`src/rtl/sync_fifo_thresh.sv`:
```
// Purpose: single-clock FIFO with programmable almost-full/almost-empty, sticky errors and stall interrupt.
// Latency: registered read port, data_out/rd_valid one cycle after an accepted rd_en.
// Backpressure: writes to a full FIFO are dropped (flagged) unless a read frees a slot the same cycle.
module sync_fifo_thresh #(
  parameter int WIDTH      = 16,
  parameter int DEPTH      = 8,
  parameter int PTR_ADDR   = $clog2(DEPTH),
  parameter int IRQ_CYCLES = 16
) (
  input  logic                clk,
  input  logic                rst_n,
  input  logic                wr_en,
  input  logic [WIDTH-1:0]    data_in,
  input  logic                rd_en,
  output logic [WIDTH-1:0]    data_out,
  output logic                rd_valid,
  output logic [PTR_ADDR:0]   count,
  output logic                empty,
  output logic                full,
  input  logic [PTR_ADDR:0]   af_level,
  input  logic [PTR_ADDR:0]   ae_level,
  output logic                almost_full,
  output logic                almost_empty,
  output logic                overflow,
  output logic                underflow,
  input  logic                err_clr,
  output logic                interrupt
);

  localparam int TW = $clog2(IRQ_CYCLES + 1);
  localparam logic [PTR_ADDR:0] DEPTH_C = (PTR_ADDR + 1)'(DEPTH);
  localparam logic [PTR_ADDR:0] PTR_ONE = (PTR_ADDR + 1)'(1);
  localparam logic [TW-1:0]     IRQ_C   = TW'(IRQ_CYCLES);
  localparam logic [TW-1:0]     TMR_ONE = TW'(1);

  logic [WIDTH-1:0]  mem [DEPTH];

  logic [PTR_ADDR:0] wr_ptr_q, wr_ptr_d;
  logic [PTR_ADDR:0] rd_ptr_q, rd_ptr_d;
  logic [PTR_ADDR:0] count_q, count_d;
  logic [WIDTH-1:0]  data_out_q, data_out_d;
  logic              rd_valid_q, rd_valid_d;
  logic              overflow_q, overflow_d;
  logic              underflow_q, underflow_d;
  logic [TW-1:0]     timer_q, timer_d;

  logic              rd_ok;
  logic              wr_ok;

  // Status flags come straight from the registered count and the live thresholds.
  assign empty        = (count_q == '0);
  assign full         = (count_q == DEPTH_C);
  assign almost_full  = (count_q >= af_level);
  assign almost_empty = (count_q <= ae_level);

  // A full FIFO still takes a write when a read frees a slot in the same cycle;
  // full implies non-empty because DEPTH >= 2, so that read is always accepted.
  assign rd_ok = rd_en & ~empty;
  assign wr_ok = wr_en & (~full | rd_en);

  assign data_out  = data_out_q;
  assign rd_valid  = rd_valid_q;
  assign count     = count_q;
  assign overflow  = overflow_q;
  assign underflow = underflow_q;
  assign interrupt = (timer_q == IRQ_C);

  // Next-state for pointers, count, read port, error flags and stall timer.
  always_comb begin
    wr_ptr_d    = wr_ptr_q;
    rd_ptr_d    = rd_ptr_q;
    count_d     = count_q;
    data_out_d  = data_out_q;
    rd_valid_d  = 1'b0;
    overflow_d  = overflow_q;
    underflow_d = underflow_q;
    timer_d     = timer_q;

    if (wr_ok) begin
      wr_ptr_d = wr_ptr_q + PTR_ONE;
    end
    if (rd_ok) begin
      rd_ptr_d   = rd_ptr_q + PTR_ONE;
      data_out_d = mem[rd_ptr_q[PTR_ADDR-1:0]];
      rd_valid_d = 1'b1;
    end

    case ({wr_ok, rd_ok})
      2'b10:   count_d = count_q + PTR_ONE;
      2'b01:   count_d = count_q - PTR_ONE;
      default: count_d = count_q;
    endcase

    // Clear first so that a new error event in the same cycle takes priority.
    if (err_clr) begin
      overflow_d  = 1'b0;
      underflow_d = 1'b0;
    end
    if (wr_en & full & ~rd_en) begin
      overflow_d = 1'b1;
    end
    if (rd_en & empty) begin
      underflow_d = 1'b1;
    end

    // Count consecutive stalled cycles, holding at the interrupt level.
    if (empty | full) begin
      if (timer_q != IRQ_C) begin
        timer_d = timer_q + TMR_ONE;
      end
    end else begin
      timer_d = '0;
    end
  end

  // Control and read-port registers with synchronous reset.
  always_ff @(posedge clk) begin
    if (!rst_n) begin
      wr_ptr_q    <= '0;
      rd_ptr_q    <= '0;
      count_q     <= '0;
      data_out_q  <= '0;
      rd_valid_q  <= 1'b0;
      overflow_q  <= 1'b0;
      underflow_q <= 1'b0;
      timer_q     <= '0;
    end else begin
      wr_ptr_q    <= wr_ptr_d;
      rd_ptr_q    <= rd_ptr_d;
      count_q     <= count_d;
      data_out_q  <= data_out_d;
      rd_valid_q  <= rd_valid_d;
      overflow_q  <= overflow_d;
      underflow_q <= underflow_d;
      timer_q     <= timer_d;
    end
  end

  // Storage array is write-only state with no reset; stale words are never read
  // because the pointers restart together.
  always_ff @(posedge clk) begin
    if (rst_n && wr_ok) begin
      mem[wr_ptr_q[PTR_ADDR-1:0]] <= data_in;
    end
  end

endmodule

```
`config.mk`:
```
export PLATFORM = sky130hd
export DESIGN_NAME = sync_fifo_thresh
export DESIGN_NICKNAME = d
export VERILOG_FILES = /design/src/rtl/sync_fifo_thresh.sv
export SDC_FILE = /design/constraint.sdc
export NUM_CORES = 1
export LEC_CHECK = 0
export CORE_MARGIN = 5
export CORE_UTILIZATION = 40
export DETAILED_ROUTE_END_ITERATION = 8
export SKIP_CTS_REPAIR_TIMING = 1
export SYNTH_ARGS = -nofsm -noshare
export SYNTH_HDL_FRONTEND = slang
export SYNTH_SLANG_ARGS = --single-unit
```
`constraint.sdc`:
```
create_clock -name clk -period 3.75 [get_ports clk]
set_clock_uncertainty 0.1 [all_clocks]
set_input_delay 0.75 -clock clk [delete_from_list [all_inputs] [get_ports clk]]
set_output_delay 0.75 -clock clk [all_outputs]
set_load 0.01 [all_outputs]
```
Word-level counts from Yosys, hierarchy flattened
Memory sizes are Yosys's and may differ from the RTL's. A register that Yosys moved wholly into a read port is not among the register bits.
Index checks and enable logic that the tools add are counted.
{"block": "word_totals", "ff_bits": 20, "ram_bits": 128, "output_inout_bits": 28, "n_memories": 1}
{"name": "mem", "depth": 8, "word_bits": 16, "read_ports": 1, "rd_clocked_by_memory_dff": 1, "wr": 1, "line_no": "36", "source": "logic [WIDTH-1:0] mem [DEPTH];"}
{"block": "op_classes", "add_sub_neg": 5, "order_cmp": 2, "eq_ne": 5, "n_mux": 7, "n_bitwise": 10, "reduce_logical": 7}
{"op": "$add A4 B1 Y4 const B", "count": 3}
{"op": "$pmux W4 S2", "count": 1}
{"op": "$mux W1", "count": 6}
{"op": "$reduce_bool A2 Y1", "count": 3}
{"op": "$add A5 B1 Y5 const B", "count": 1}
{"op": "$and A1 B1 Y1", "count": 5}
{"op": "$eq A5 B5 Y1 const B", "count": 1}
{"op": "$ne A5 B5 Y1 const B", "count": 1}
{"op": "$eq A4 B4 Y1 const B", "count": 1}
{"op": "$ge A4 B4 Y1", "count": 1}
{"op": "$le A4 B4 Y1", "count": 1}
{"op": "$logic_not A4 Y1", "count": 1}
{"op": "$sub A4 B1 Y4 const B", "count": 1}
{"op": "$not A1 Y1", "count": 3}
{"op": "$eq A2 B1 Y1 const B", "count": 1}
{"op": "$eq A2 B2 Y1 const B", "count": 1}
{"op": "$or A1 B1 Y1", "count": 2}
{"op": "$reduce_and A2 Y1", "count": 1}
{"op": "$logic_and A1 B1 Y1", "count": 1}
{"op": "$logic_not A1 Y1", "count": 1}

Depth between registers and ports, before layout
{"block": "logic_depth", "depth_word": 7, "mapped_depth": 11, "ltp_nobuf": 10}

Worst setup path before layout
Ideal clock, no wire load.
{"block": "synth_timing", "kind": "input -> register", "startpoint": "input port rd_en", "endpoint": "memory mem[4][0] (enable)", "t_arrival_ns": 2.368, "required_time_ns": 3.241, "slack_ns": 0.873, "path_stages": 3, "path_cell_list": "o21a_4 > or2b_2 > nor3_1"}
{"block": "synth_between", "elab_chain_len": 5}
{"item": "start, declared", "line_no": "14", "source": "input logic rd_en,"}
{"item": "$or A1 B1 Y1", "line_no": "59", "source": "assign wr_ok = wr_en & (~full | rd_en);"}
{"item": "$and A1 B1 Y1", "line_no": "59"}
{"item": "$logic_and A1 B1 Y1", "line_no": "142", "source": "if (rst_n && wr_ok) begin"}
{"item": "$mux W1", "line_no": "142"}
{"item": "$mux W1 (not written as such)", "line_no": "143", "source": "mem[wr_ptr_q[PTR_ADDR-1:0]] <= data_in;"}
{"item": "end, declared", "line_no": "36"}
No other way between the ends.

Final worst setup path
{"block": "layout_timing", "startpoint": "input port ae_level[1]", "endpoint": "output port almost_empty"}
{"block": "layout_between", "elab_chain_len": 1}
{"item": "start, declared", "line_no": "21", "source": "input logic [PTR_ADDR:0] ae_level,"}
{"item": "$le A4 B4 Y1", "line_no": "54", "source": "assign almost_empty = (count_q <= ae_level);"}
{"item": "end, declared", "line_no": "23", "source": "output logic almost_empty,"}
No other way between the ends.

==> impl_metrics.env <==
export IMPL_status="finished clean"
export IMPL_use_met2=0.243
export IMPL_grt_pass1_vias=3736
export IMPL_via_per_inst=5.10
export IMPL_ir_worst_vdd_mv=0.359
export IMPL_numCtsBuffers=17
export IMPL_drc=0
export IMPL_gp_congestion=0.730
export IMPL_dpl_cell_area_sq_um=7300
export IMPL_yosysSeqAreaShare=0.709
export IMPL_drtIter0Drc=134
export IMPL_crit_type="input pin to output pin"
export IMPL_period_needed_ps=3520
export IMPL_cp_start_kind="input pin"
export IMPL_synth_area_leaders="edfxtp_1, mux4_2, dfxtp_1"
export IMPL_hp_class="register to register"
export IMPL_portBuffers=56
export IMPL_fin_ws_ps=230
export IMPL_tns_ps=0
export IMPL_grt_pass1_wl_um=20900
export IMPL_worstPathMaxFanout=2
export IMPL_wl_per_cell_um=19.2
export IMPL_ios=57
export IMPL_gr_total_overflow=0
export IMPL_rows=46
export IMPL_antenna_cells=0
export IMPL_fin_crit_sh=0.939
export IMPL_synth_avg_cell_area_sq_um=17.2
export IMPL_die_area_sq_um=18600
export IMPL_fin_area_sq_um=7930
export IMPL_use_met3=0.0396
export IMPL_setup_violations=0
export IMPL_busiest_layer="met2"
export IMPL_synth_cell_types=38
export IMPL_finalNetCount=494
export IMPL_synthArstFlopShare=0
export IMPL_drive_above_1_share=0.216
export IMPL_syn_area_sq_um=6380
export IMPL_leakage_nw=2.70
export IMPL_clockBufferDepth=2
export IMPL_crit_path_end_kind="output pin"
export IMPL_yosysWarnings=0
export IMPL_grt_use_met1=0.206
export IMPL_max_cap_viol_count=0
export IMPL_synth_top_area_cell="edfxtp_1"
export IMPL_synth_cells=372
export IMPL_drtPass1Iterations=4
export IMPL_ys_seq_elements=162
export IMPL_power_density_nw_per_um2=652
export IMPL_hp_start="wr_ptr_q[0]"
export IMPL_post_place_ws_ps=215
export IMPL_fmax_mhz=284
export IMPL_h_tree_depth=4
export IMPL_synth_edf_count=128
export IMPL_reg2regPathDepth=10
export IMPL_whs_endpoint="wr_ptr_q[0]"
export IMPL_finalHoldViolations=0
export IMPL_syn_to_final_growth_pct=24.2
export IMPL_routed_wl_um=13000
export IMPL_coreArea_sq_um=15800
export IMPL_synthFlopType="edfxtp_1"
export IMPL_ant_nets=0
export IMPL_dp_hpwl_um=7890
export IMPL_root_buffer="clkbuf_16"
export IMPL_rsz0062_at_grt="false"
export IMPL_holdPathStages=2
export IMPL_cts_tree="built"
export IMPL_clk_latency_ps=420
export IMPL_arrival_ps=2670
export IMPL_hold_ws_ps=412
export IMPL_slew_headroom=0.359
export IMPL_grt_antenna_before_repair=0
export IMPL_die_y_um=136
export IMPL_worstMarginPinSlew_ps=961
export IMPL_clock_sinks=162
export IMPL_syn_nets=416
export IMPL_die_w_um=136
export IMPL_drv_slew=0
export IMPL_cp_required_ps=2900
export IMPL_start_util=0.405
export IMPL_reg2reg_slack_ps=1000
export IMPL_synth_top_cell_area_share=0.602
export IMPL_reg2reg_from="count[1]"
export IMPL_cts_clk_slew_worst_paths_ps=60
export IMPL_via_count=3465
export IMPL_track_usage=0.154
export IMPL_r2r_end="count[2]"
export IMPL_grt_max_degree=35
report_power, final:
part / leakage (nW) / switching, mW / total (mW) / internal (mW)
clock network: 0.302 / 0.717 / 1.81 / 1.09
logic: 0.961 / 0.486 / 1.09 / 0.608
registers: 1.44 / 0.175 / 2.26 / 2.09
total: 2.70 / 1.38 / 5.17 / 3.79
how the worst max path moves through the flow:
stage                      from      endpoint  slack [ps]  depth (start not counted)
finish              ae_level[1]  almost_empty         230                          8
global route        ae_level[1]  almost_empty          80                          8
CTS                 ae_level[1]  almost_empty         210                          8
detailed placement  ae_level[1]  almost_empty         220                          8
global placement    ae_level[1]  almost_empty         260                          8
floorplan                 rd_en     mem[4][0]         870                          3
cell usage in the layout, fill, tap and decap left out, types with 6 or more instances in the layout:
cell type	n
nand2_1	9
nor2_1	24
clkdlybuf4s50_1	56
nor2b_1	10
ha_1	15
buf_4	21
o21ai_0	18
inv_1	10
mux4_2	32
clkbuf_16	17
dfxtp_1	32
edfxtp_1	128
nor3_2	6
o22ai_1	16
critical path, cell delays in order:
cell and delay, ps:
clkdlybuf4s50_1 450, inv_1 40, ha_1 270, nor2b_1 130, o21a_1 170, o21a_1 160, o21ai_0 140, clkdlybuf4s50_1 560
flip-flops by register name (all words and copies together), names as in the netlist:
| name | flops |
|---|---|
| count | 4 |
| data_out | 16 |
| mem | 128 |
| overflow | 1 |
| rd_ptr_q | 3 |
| rd_valid | 1 |
| timer_q | 5 |
| underflow | 1 |
| wr_ptr_q | 3 |
logic make-up after synthesis:
logic type	after synthesis	synth area share
fa+ha+maj	15	0.0294
mux	37	0.121
flops	162	0.709
buf+inv	29	0.0226
compound gates	50	0.0500
xor+xnor	9	0.0124
simple gates	70	0.0557
Yosys cell counts (all sizes together) (5+ instances only):
cell type / number
nor2b: 10
nor2: 24
edfxtp: 128
ha: 15
xor2: 5
mux4: 32
nand2: 10
inv: 10
mux2i: 5
dfxtp: 34
nor3: 7
clkbuf: 8
o21ai: 18
buf: 10
o22ai: 16
per-stage QoR:
step | power, mW | util | std cells
after floorplan | 2.92 | - | 372
after global placement | 3.39 | 0.463 | 647
after detailed placement | 3.42 | 0.463 | 647
after CTS | 5.25 | 0.503 | 679
after global routing | 5.45 | 0.503 | 679
final | 5.17 | 0.503 | 679
routing by layer:
metal	part of all wire	routed length, um
met5	0	0
met4	0.019	242
met3	0.051	663
met2	0.48	6270
met1	0.45	5850
area by class of cell:
cell class                      count  area (sq um)
Clock buffer                       19           453
Timing Repair Buffer               77           718
Tap cell                          216           270
Sequential cell                   162          4530
Inverter                           11          42.5
Multi-Input combinational cell    181          1740
Clock inverter                     13           174
Fill cell                        1332          7840
No activity file was read; power rests on OpenSTA's default activity.
